==> src/rtl/pio_pkg.sv <==
// pio_pkg: shared types for the PIO host sequencer.
// Bus action codes, sequencer states, config-entry field offsets.
package pio_pkg;

  localparam logic [5:0] ACT_NOP   = 6'd0;
  localparam logic [5:0] ACT_INSTR = 6'd1;
  localparam logic [5:0] ACT_PUSH  = 6'd4;

  // conf_data = {mindex, action, data}
  localparam int CF_DATA_LSB = 0;
  localparam int CF_ACT_LSB  = 32;
  localparam int CF_MIDX_LSB = 36;

  typedef enum logic [1:0] {
    S_LOAD,
    S_CONF,
    S_RUN
  } state_t;

  function automatic logic [1:0] oh2idx(
    input logic [3:0] oh
  );
    logic [1:0] r;
    r = 2'd0;
    unique case (1'b1)
      oh[0]:   r = 2'd0;
      oh[1]:   r = 2'd1;
      oh[2]:   r = 2'd2;
      oh[3]:   r = 2'd3;
      default: r = 2'd0;
    endcase
    return r;
  endfunction

endpackage

==> src/rtl/rr_arb4.sv <==
// rr_arb4: 4-way round-robin arbiter, one-hot grant.
// req: requests; last: previous grant; gnt: search starts at last+1.
module rr_arb4 (
  input  logic [3:0] req,
  input  logic [1:0] last,
  output logic [3:0] gnt
);

  logic [1:0] idx;
  logic       hit;

  always_comb begin
    gnt = '0;
    hit = 1'b0;
    idx = last;
    for (int k = 1; k <= 4; k++) begin
      idx = last + 2'(k);
      if (!hit && req[idx]) begin
        gnt[idx] = 1'b1;
        hit      = 1'b1;
      end
    end
  end

endmodule

==> src/rtl/pio_host_sched.sv <==
// pio_host_sched: PIO command-bus sequencer (load, config, stream).
// ROM ports prog_*/conf_*, streams s_*, bus din/index/action/mindex.
module pio_host_sched
  import pio_pkg::*;
#(
  parameter int PROG_LEN = 32,
  parameter int CONF_LEN = 5,
  parameter int PACE     = 8
) (
  input  logic         clk,
  input  logic         reset,
  input  logic         restart,
  output logic [4:0]   prog_addr,
  input  logic [15:0]  prog_data,
  output logic [4:0]   conf_addr,
  input  logic [37:0]  conf_data,
  input  logic [3:0]   s_valid,
  input  logic [127:0] s_data,
  output logic [3:0]   s_ready,
  input  logic [3:0]   tx_full,
  output logic [31:0]  din,
  output logic [4:0]   index,
  output logic [5:0]   action,
  output logic [1:0]   mindex,
  output logic         running
);

  localparam logic [5:0] P_LEN = 6'(PROG_LEN);
  localparam logic [5:0] C_LEN = 6'(CONF_LEN);
  // one idle cycle separates the sweeps; with no config
  // we wait for the last instruction to reach the bus
  localparam logic [5:0] LOAD_END =
    (CONF_LEN == 0) ? 6'(PROG_LEN + 1) : 6'(PROG_LEN);
  localparam logic [5:0] CONF_END = 6'(CONF_LEN + 1);
  localparam logic [7:0] PACE_LD  = 8'(PACE - 1);

  state_t      state;
  logic [5:0]  cnt;
  logic [5:0]  cnt_nx;
  logic        iss_v;
  logic        rd_v;
  logic        rd_conf;
  logic [4:0]  rd_addr;
  logic [7:0]  pace [4];
  logic [1:0]  last;
  logic [3:0]  elig;
  logic [1:0]  gidx;
  logic [31:0] gword;

  always_comb begin
    cnt_nx = cnt + 6'd1;
    iss_v  = ((state == S_LOAD) && (cnt < P_LEN))
          || ((state == S_CONF) && (cnt < C_LEN));
    for (int i = 0; i < 4; i++) begin
      elig[i] = s_valid[i] && !tx_full[i]
             && (pace[i] == 8'd0)
             && (state == S_RUN);
    end
  end

  rr_arb4 u_arb (
    .req  (elig),
    .last (last),
    .gnt  (s_ready)
  );

  assign gidx  = oh2idx(s_ready);
  assign gword = s_data[{gidx, 5'd0} +: 32];

  always_ff @(posedge clk) begin
    if (reset) begin
      state     <= S_LOAD;
      cnt       <= '0;
      prog_addr <= '0;
      conf_addr <= '0;
      rd_v      <= 1'b0;
      rd_conf   <= 1'b0;
      rd_addr   <= '0;
      din       <= '0;
      index     <= '0;
      action    <= ACT_NOP;
      mindex    <= '0;
      running   <= 1'b0;
      // search begins at channel 0 after reset
      last      <= 2'd3;
      for (int i = 0; i < 4; i++) pace[i] <= '0;
    end else begin
      // ROM read stage: address issued now, data next cycle
      rd_v    <= iss_v;
      rd_conf <= (state == S_CONF);
      rd_addr <= cnt[4:0];

      if (rd_v && !rd_conf) begin
        action <= ACT_INSTR;
        index  <= rd_addr;
        din    <= {16'h0, prog_data};
        mindex <= 2'd0;
      end else if (rd_v) begin
        action <= {2'b0, conf_data[CF_ACT_LSB +: 4]};
        index  <= 5'd0;
        din    <= conf_data[CF_DATA_LSB +: 32];
        mindex <= conf_data[CF_MIDX_LSB +: 2];
      end else if (|s_ready) begin
        action <= ACT_PUSH;
        index  <= 5'd0;
        din    <= gword;
        mindex <= gidx;
      end else begin
        action <= ACT_NOP;
      end

      for (int i = 0; i < 4; i++) begin
        if (s_ready[i]) pace[i] <= PACE_LD;
        else if (pace[i] != 8'd0) pace[i] <= pace[i] - 8'd1;
      end
      if (|s_ready) last <= gidx;

      unique case (state)
        S_LOAD: begin
          if (cnt == LOAD_END) begin
            cnt       <= '0;
            conf_addr <= '0;
            if (CONF_LEN == 0) begin
              state   <= S_RUN;
              running <= 1'b1;
            end else begin
              state <= S_CONF;
            end
          end else begin
            cnt <= cnt_nx;
            if (cnt_nx < P_LEN) prog_addr <= cnt_nx[4:0];
          end
        end
        S_CONF: begin
          if (cnt == CONF_END) begin
            cnt     <= '0;
            state   <= S_RUN;
            running <= 1'b1;
          end else begin
            cnt <= cnt_nx;
            if (cnt_nx < C_LEN) conf_addr <= cnt_nx[4:0];
          end
        end
        S_RUN: begin
          if (restart) begin
            state     <= S_LOAD;
            running   <= 1'b0;
            cnt       <= '0;
            prog_addr <= '0;
          end
        end
        default: state <= S_LOAD;
      endcase
    end
  end

endmodule

==> config.mk <==
export PLATFORM = sky130hd
export DESIGN_NAME = pio_host_sched
export DESIGN_NICKNAME = d
export VERILOG_FILES = /design/src/rtl/pio_pkg.sv /design/src/rtl/rr_arb4.sv /design/src/rtl/pio_host_sched.sv
export SDC_FILE = /design/constraint.sdc
export NUM_CORES = 1
export LEC_CHECK = 0
export BUFFER_PORTS_ARGS = -buffer_cell sky130_fd_sc_hd__buf_2
export CORE_UTILIZATION = 40
export DETAILED_ROUTE_END_ITERATION = 10
export PLACE_DENSITY = 0.77
export RECOVER_POWER = 25
export SLEW_MARGIN = 20
export SYNTH_ARGS = -nofsm -noshare
export SYNTH_HDL_FRONTEND = slang
export SYNTH_SLANG_ARGS = --single-unit
export TNS_END_PERCENT = 50
==> constraint.sdc <==
create_clock -name clk -period 3.5 [get_ports clk]
set_input_delay 0.35 -clock clk [delete_from_list [all_inputs] [get_ports clk]]
set_output_delay 0.35 -clock clk [all_outputs]
set_load 0.03 [all_outputs]
==> metrics, run 1 <==
status=finished with violations; violated checks=setup timing; global-route wire length before repair=36470 um; Worst slew margin=15.00%; count of flip-flops with a built-in enable after synthesis=32; Peak supply drop=approximately 410 uV; routability cong.=around 0.93; core occupancy in the finished layout=59.54%; crit-path leading delay family=simple AND/OR/NAND/NOR gates; max-cap check violation count=0; DR WL met3=approximately 1700 um; predominant post-synthesis flop cell=sky130_fd_sc_hd__dfxtp_1; startpoint of the tightest hold check path=conf_data[33]; CTS root buffer=sky130_fd_sc_hd__clkbuf_16; unique cell type count in the Yosys netlist=78; Via Count=7644; antenna violations before repair=0; largest net degree at the start of global routing=49; cell area after layout=around 9800 um2; capture point of the worst reg-to-reg path=din[15]$_SDFFE_PP0P_; Data arrival, critical path=3.32 ns; DRT Wirelength=around 24000 um; Static Leak=approximately 4.2 nW; gr usage total=26.13%; setup slack of the worst register-to-register path=-0.15 ns; CTS max path bufs=2; Final Hold Vio Count=0; startpoint kind of the worst setup timing path=register; FFs w/ async S/R, synth=0%; logic depth of the worst path, buffers included=10; Wirelength per Cell=17.98 um; area overhead of the layout relative to synthesis=45.66%; DIE AREA=roughly 17000 um2; endpoint class of the critical path=primary output; Hold Path Depth=2; Congestion Overflow GR=0; met2 WL post-DR=11480 um; H-Tree Depth=3; final-report max-slew violation count=0; Core Box Area=roughly 17000 um2; logic depth of the worst register-to-register path=14; antenna cells=0; clock period minus worst slack=3.666 ns; Hold/Removal Path Class=input port to register; Synth Instances=786; start-to-end type of the worst setup path=register to primary output; crit path buf inv count=4; slowest stage cell, crit path=sky130_fd_sc_hd__or4_4; net count reported at finish=1318; placed inst area=8795 um2; via density per instance=around 5.8; number of clock sinks=103; initial core utilization=40.88%; RSZ-0062 raised after global routing=true; Final Cycle Share=104.8%; violation count after the first detailed-routing iteration=647; Synth Register Bits=between 100 and 150; detailed placer's ending HPWL=between 15000 and 20000 um; vias in the first global route=7144; sequential fraction of the synthesis area=35.27%; Site Rows=47; Top Layer Used=met4; Max Fanout on Critical Path=6; count of TritonRoute iterations in the first routing pass=5; hold buffers post-CTS=0; vertical die dimension=132.0 um; clock latency on the worst-skew pair=0.36 ns; count of input and output buffers=250; I/O pin count=253; number of standard cells in the final layout excluding fillers=1328; final count of negative-setup-slack endpoints=a little over 40; cell-by-cell trace of the critical path=or4_4 -> or4_4 -> o211ai_4 -> and2_4 -> buf_6 -> a311oi_4 -> a21o_2 -> inv_4 -> buf_8 -> buf_6; final worst-path setup slack=-0.1664 ns; Worst-Margin Slew=1.270 ns; clk_skew=approximately 0.009 ns; placed cells=1274; share of layout cells above drive strength 1=40.16%; CTS tree=built; launch point of the worst reg-to-reg path=pace[3][3]$_SDFFCE_PN0P_; most used cells in the layout excluding fill and tap cells=sky130_fd_sc_hd__buf_2, sky130_fd_sc_hd__nor2_1, sky130_fd_sc_hd__buf_4; Crit path largest cell delay=0.59 ns; remaining antenna violation count=0; power density relative to cell area=755.1 nW/um2; Inserted Clock Buffers=9; worst endpoint required time=3.15 ns; wire length the detailed router placed on met1=10250 um; clock input transition at the sequential cells of the worst setup and hold paths=approximately 0.080 ns; synthesized cell area=6755 um2; Post-Syn Area per Cell=8.594 um2; WHS Endpoint=action[1]$_SDFF_PP0_; chip width=132.0 um; most common cell after layout, fill and taps aside=sky130_fd_sc_hd__buf_2; DR DRC count=0; Ys Warns=0; Tot Pwr=7.429 mW; upper clock frequency limit=0.2727 GHz; count of filler cells inserted in the layout=1400
==> metrics by stage <==
step / setup TNS [ns] / setup WS (ns) / hold WS, ns
CTS: -3.086 / -0.1297 / 0.2035
global placement: 0 / 0.006724 / 0.4358
floorplan: -0.2691 / -0.02925 / 0.4265
finish: -3.581 / -0.1664 / 0.2176
global route: -7.598 / -0.2264 / 0.2148
detailed placement: -0.8537 / -0.04890 / 0.4381
==> how the worst max path moves through the flow <==
stage / to / startpoint
final: s_ready[2] / pace[3][3]$_SDFFCE_PN0P_
after global routing: din[5]$_SDFFE_PP0P_ / pace[1][0]$_SDFFCE_PN0P_
after CTS: s_ready[2] / pace[3][0]$_DFFE_PP_
after detailed placement: din[14]$_SDFFE_PP0P_ / pace[3][3]$_SDFFCE_PN0P_
after global placement: din[21]$_SDFFE_PP0P_ / pace[3][3]$_SDFFCE_PN0P_
after floorplan: din[10]$_SDFFE_PP0P_ / pace[1][2]$_SDFFCE_PN0P_
==> sequential cells by signal, indices dropped and copies added, names as in the netlist, 2 cells and up <==
name,cells
din,32
pace,32
state,2
last,2
index,5
conf_addr,5
prog_addr,5
action,4
cnt,6
mindex,2
rd_addr,5
==> worst reg2reg max path: cells and delay by family (launching register included) <==
kind / cells / cell delay [ns]
compound gates: 6 / 1.24
buf+inv: 5 / 0.60
flops: 1 / 0.41
simple gates: 3 / 1.31
==> cells in the mapped netlist, drive strengths merged (3+ instances only) <==
cell type	n	area share [%]
a2111oi	5	0.93
a211oi	15	1.7
a21o	6	0.69
a21oi	25	1.9
a221oi	3	0.48
a22o	6	0.78
a22oi	4	0.44
a311oi	12	1.6
a31oi	23	2.2
a32o	15	2.2
a32oi	6	0.78
and2	6	0.59
and3	4	0.37
buf	28	2.7
clkbuf	31	1.7
dfxtp	71	21
edfxtp	32	14
ha	22	4.1
inv	29	1.6
mux2	14	2.3
mux2i	15	2.2
nand2	65	3.6
nand2b	6	0.56
nand3	39	2.9
nand4	5	0.69
nor2	92	5.3
nor2b	13	1.2
nor3	27	2.2
nor4	7	0.65
o211ai	14	1.8
o21ai	41	3.0
o21bai	13	1.4
o221ai	5	0.65
o31ai	5	0.56
o41a	13	2.2
or3	12	1.2
or4	6	0.83
xnor2	11	1.4
xor2	13	1.7
==> cells by family after synthesis <==
group / count (synthesis) / share of synthesized area [%]
flops: 103 / 35.27
fa+ha+maj: 22 / 4.075
other cells: 1 / 0.05551
compound gates: 228 / 25.88
buf+inv: 88 / 6.019
xor+xnor: 24 / 3.112
simple gates: 291 / 21.04
mux: 29 / 4.556
==> area by class of cell <==
cell class	instances	area (um2)	share of cell area (%)
Tap cell	220	275.3	2.798
Inverter	29	118.9	1.208
Timing Repair Buffer	364	2379	24.17
Clock buffer	9	225.2	2.289
Sequential cell	103	2385	24.24
Clock inverter	7	81.33	0.8266
Multi-Input combinational cell	596	4375	44.47
==> power breakdown <==
part           internal [mW]  leakage (nW)  switching (mW)
Clock                  0.518         0.152           0.543
Combinational           2.03          3.08            2.52
Sequential              1.60         0.952           0.213
Total                   4.15          4.18            3.28
==> metal layers <==
layer  global-route usage, %  up-vias
met3                   5.229       45
met2                   44.21      347
met1                   33.13     3669
met4                   8.850        0
li1                        -     3583
met5                       0        -
==> what timing repair did <==
action | CTS | global route
resized for setup | 46 | 39
pin swaps | 22 | 15
setup endpoints to repair | 37 | 76
setup buffers | 19 | 14
cloned | 1 | 4
No activity file was read; power rests on OpenSTA's default activity.
==> run 2, diff against run 1 <==
--- a/config.mk
+++ b/config.mk
@@ -8,6 +8,7 @@
 export BUFFER_PORTS_ARGS = -buffer_cell sky130_fd_sc_hd__buf_2
 export CORE_UTILIZATION = 40
 export DETAILED_ROUTE_END_ITERATION = 10
+export GPL_TIMING_DRIVEN = 0
 export PLACE_DENSITY = 0.77
 export RECOVER_POWER = 25
 export SLEW_MARGIN = 20
==> run 2 against run 1 <==
The flow still finishes with violations (setup timing). Maximum frequency fell by 5.5%. Sequential power barely moved. Flip-flop and latch count did not move. Largest cell class unchanged.
==> metrics, run 2 (synthesis gave the netlist of run 1 again) <==
violated checks=setup timing (unchanged); worst hold margin=0.2098 ns (was 0.2176 ns); via density per instance=5.983 (was 5.756); slowest stage cell, crit path=sky130_fd_sc_hd__or4_4 (unchanged); RSZ-0062 raised after global routing=true (unchanged); Inserted Clock Buffers=9 (unchanged); most common cell after layout, fill and taps aside=sky130_fd_sc_hd__buf_2 (unchanged); cell-by-cell trace of the critical path=inv_2 -> ha_4 -> or3b_4 -> buf_4 -> or4_4 -> o211a_4 -> or2_4 -> nor2_1 -> a31o_4 -> inv_4 -> buf_4 -> nor3_4 -> buf_12 -> buf_6 -> a31oi_1 -> a32o_1 (was or4_4 -> or4_4 -> o211ai_4 -> and2_4 -> buf_6 -> a311oi_4 -> a21o_2 -> inv_4 -> buf_8 -> buf_6); placed cells=1256 (was 1274); Wirelength per Cell=20.39 um (was 17.98 um); vias in the first global route=7684 (was 7144); count of TritonRoute iterations in the first routing pass=7 (was 5); most prevalent standard cell on the critical path=sky130_fd_sc_hd__buf_4; clock latency on the worst-skew pair=0.37 ns (was 0.36 ns); placed inst area=8463 um2 (was 8795 um2); chip width=132.0 um (unchanged); number of standard cells in the final layout excluding fillers=1377 (was 1328); final-report max-slew violation count=0 (unchanged); area of the multi-input gates=4592 um2 (was 4375 um2); DR DRC count=0 (unchanged); GRT met2 Usage=48.44% (was 44.21%); power density relative to cell area=766.2 nW/um2 (was 755.1 nW/um2); Worst slew margin=38.70% (was 15.00%); cell area after layout=10360 um2 (was 9839 um2); I/O pin count=253 (unchanged); Final Cycle Share=110.8% (was 104.8%); H-Tree Depth=3 (unchanged); share of layout cells above drive strength 1=43.08% (was 40.16%); GRT busiest layer=met2 (unchanged); clk_skew=0.01255 ns (was 0.008911 ns); DRT Wirelength=28070 um (was 23870 um); gr usage total=30.25% (was 26.13%); antenna violations before repair=1 (was 0); detailed placer's ending HPWL=18220 um (was 16860 um); CTS tree=built (unchanged); Tot Pwr=7.935 mW (was 7.429 mW); Hold/Removal Path Class=input port to register (unchanged); Worst-Margin Slew=0.9195 ns (was 1.270 ns); final worst-path setup slack=-0.3783 ns (was -0.1664 ns); Data arrival, critical path=4.14 ns (was 3.32 ns); Max Fanout on Critical Path=10 (was 6); status=finished with violations (unchanged); CTS root buffer=sky130_fd_sc_hd__clkbuf_16 (unchanged); number of clock sinks=103 (unchanged); Setup Total Neg Slack=-17.57 ns (was -3.581 ns); largest registers in the final layout=din x32, pace x32, cnt x6 (unchanged); global-route wire length before repair=41140 um (was 36470 um); clock period minus worst slack=3.878 ns (was 3.666 ns); core occupancy in the finished layout=62.67% (was 59.54%); worst setup timing slack at the placement stage=-0.6808 ns (was -0.04890 ns); Final Hold Vio Count=0 (unchanged); area overhead of the layout relative to synthesis=53.31% (was 45.66%); met3 Use GR=7.459% (was 5.229%); upper clock frequency limit=0.2578 GHz (was 0.2727 GHz); routability cong.=0.9246 (was 0.9313); Via Count=8238 (was 7644); vertical die dimension=132.0 um (unchanged); endpoint class of the critical path=register (was primary output); Peak supply drop=470.4 uV (was 410.2 uV); Static Leak=4.374 nW (was 4.183 nW); Global Route met1 Usage=38.45% (was 33.13%); Core Box Area=16520 um2 (unchanged); startpoint kind of the worst setup timing path=register (unchanged); worst endpoint required time=3.76 ns (was 3.15 ns); start-to-end type of the worst setup path=register to register (was register to primary output); initial core utilization=40.88% (unchanged); most used cells in the layout excluding fill and tap cells=sky130_fd_sc_hd__buf_2, sky130_fd_sc_hd__buf_4, sky130_fd_sc_hd__nor2_1 (was sky130_fd_sc_hd__buf_2, sky130_fd_sc_hd__nor2_1, sky130_fd_sc_hd__buf_4); sequential standard cell area=2390 um2 (was 2385 um2); CTS max path bufs=2 (unchanged); Site Rows=47 (unchanged); count of filler cells inserted in the layout=1300 (was 1400); Crit path largest cell delay=0.48 ns (was 0.59 ns); DIE AREA=17410 um2 (unchanged); Congestion Overflow GR=0 (unchanged); largest net degree at the start of global routing=21 (was 49); hold buffers post-CTS=0 (unchanged); clock input transition at the sequential cells of the worst setup and hold paths=0.08 ns (about the same); max-cap check violation count=0 (unchanged); remaining antenna violation count=0 (unchanged); violation count after the first detailed-routing iteration=904 (was 647); final count of negative-setup-slack endpoints=83 (was 41); count of input and output buffers=249 (was 250); net count reported at finish=1366 (was 1318)
run 2: metal layers:
layer  up-vias  part of all wire (%)
li1       3679                     -
met1      3897                    39
met2       544                    46
met3       118                    10
met4         0                   4.5
met5         -                     0
run 2: final timing paths:
kind                            slack [ns]  cells past startpoint                       from                         to
worst max-delay path                 -0.38                     16   pace[1][1]$_SDFFCE_PN0P_       din[10]$_SDFFE_PP0P_
worst min-delay path                  0.21                      2              conf_data[33]       action[1]$_SDFF_PP0_
worst max register to register       -0.38                     16   pace[1][1]$_SDFFCE_PN0P_       din[10]$_SDFFE_PP0P_
worst min register to register        0.46                      2  conf_addr[2]$_SDFFE_PP0P_  conf_addr[2]$_SDFFE_PP0P_
run 2: power breakdown:
group / switching [mW] / internal (mW)
sequential: 0.218 / 1.61
combinational: 2.83 / 2.16
clock: 0.539 / 0.580
total: 3.59 / 4.34
run 2: layout make-up:
cell class / instances / area share [%]
antenna: 1 / 0.02416
buffer: 54 / 4.361
clock buffer: 9 / 2.175
clock inverter: 7 / 0.9182
inverter: 29 / 1.256
multi-input combinational: 596 / 44.34
sequential: 103 / 23.08
tap: 220 / 2.658
timing repair buffer: 358 / 21.19
run 2: worst max-delay path: cells and delay by family (launching register included):
kind / cells / cell delay (ns)
simple gates: 5 / 1.62
buf+inv: 6 / 0.83
compound gates: 4 / 0.74
flops: 1 / 0.43
fa+ha+maj: 1 / 0.14
run 2: repair_timing:
action,4_1_cts,5_1_grt
gates cloned,4,0
endpoints found under the setup margin,102,105
pin swaps,60,19
setup buffers,69,38
gates resized for setup,134,55
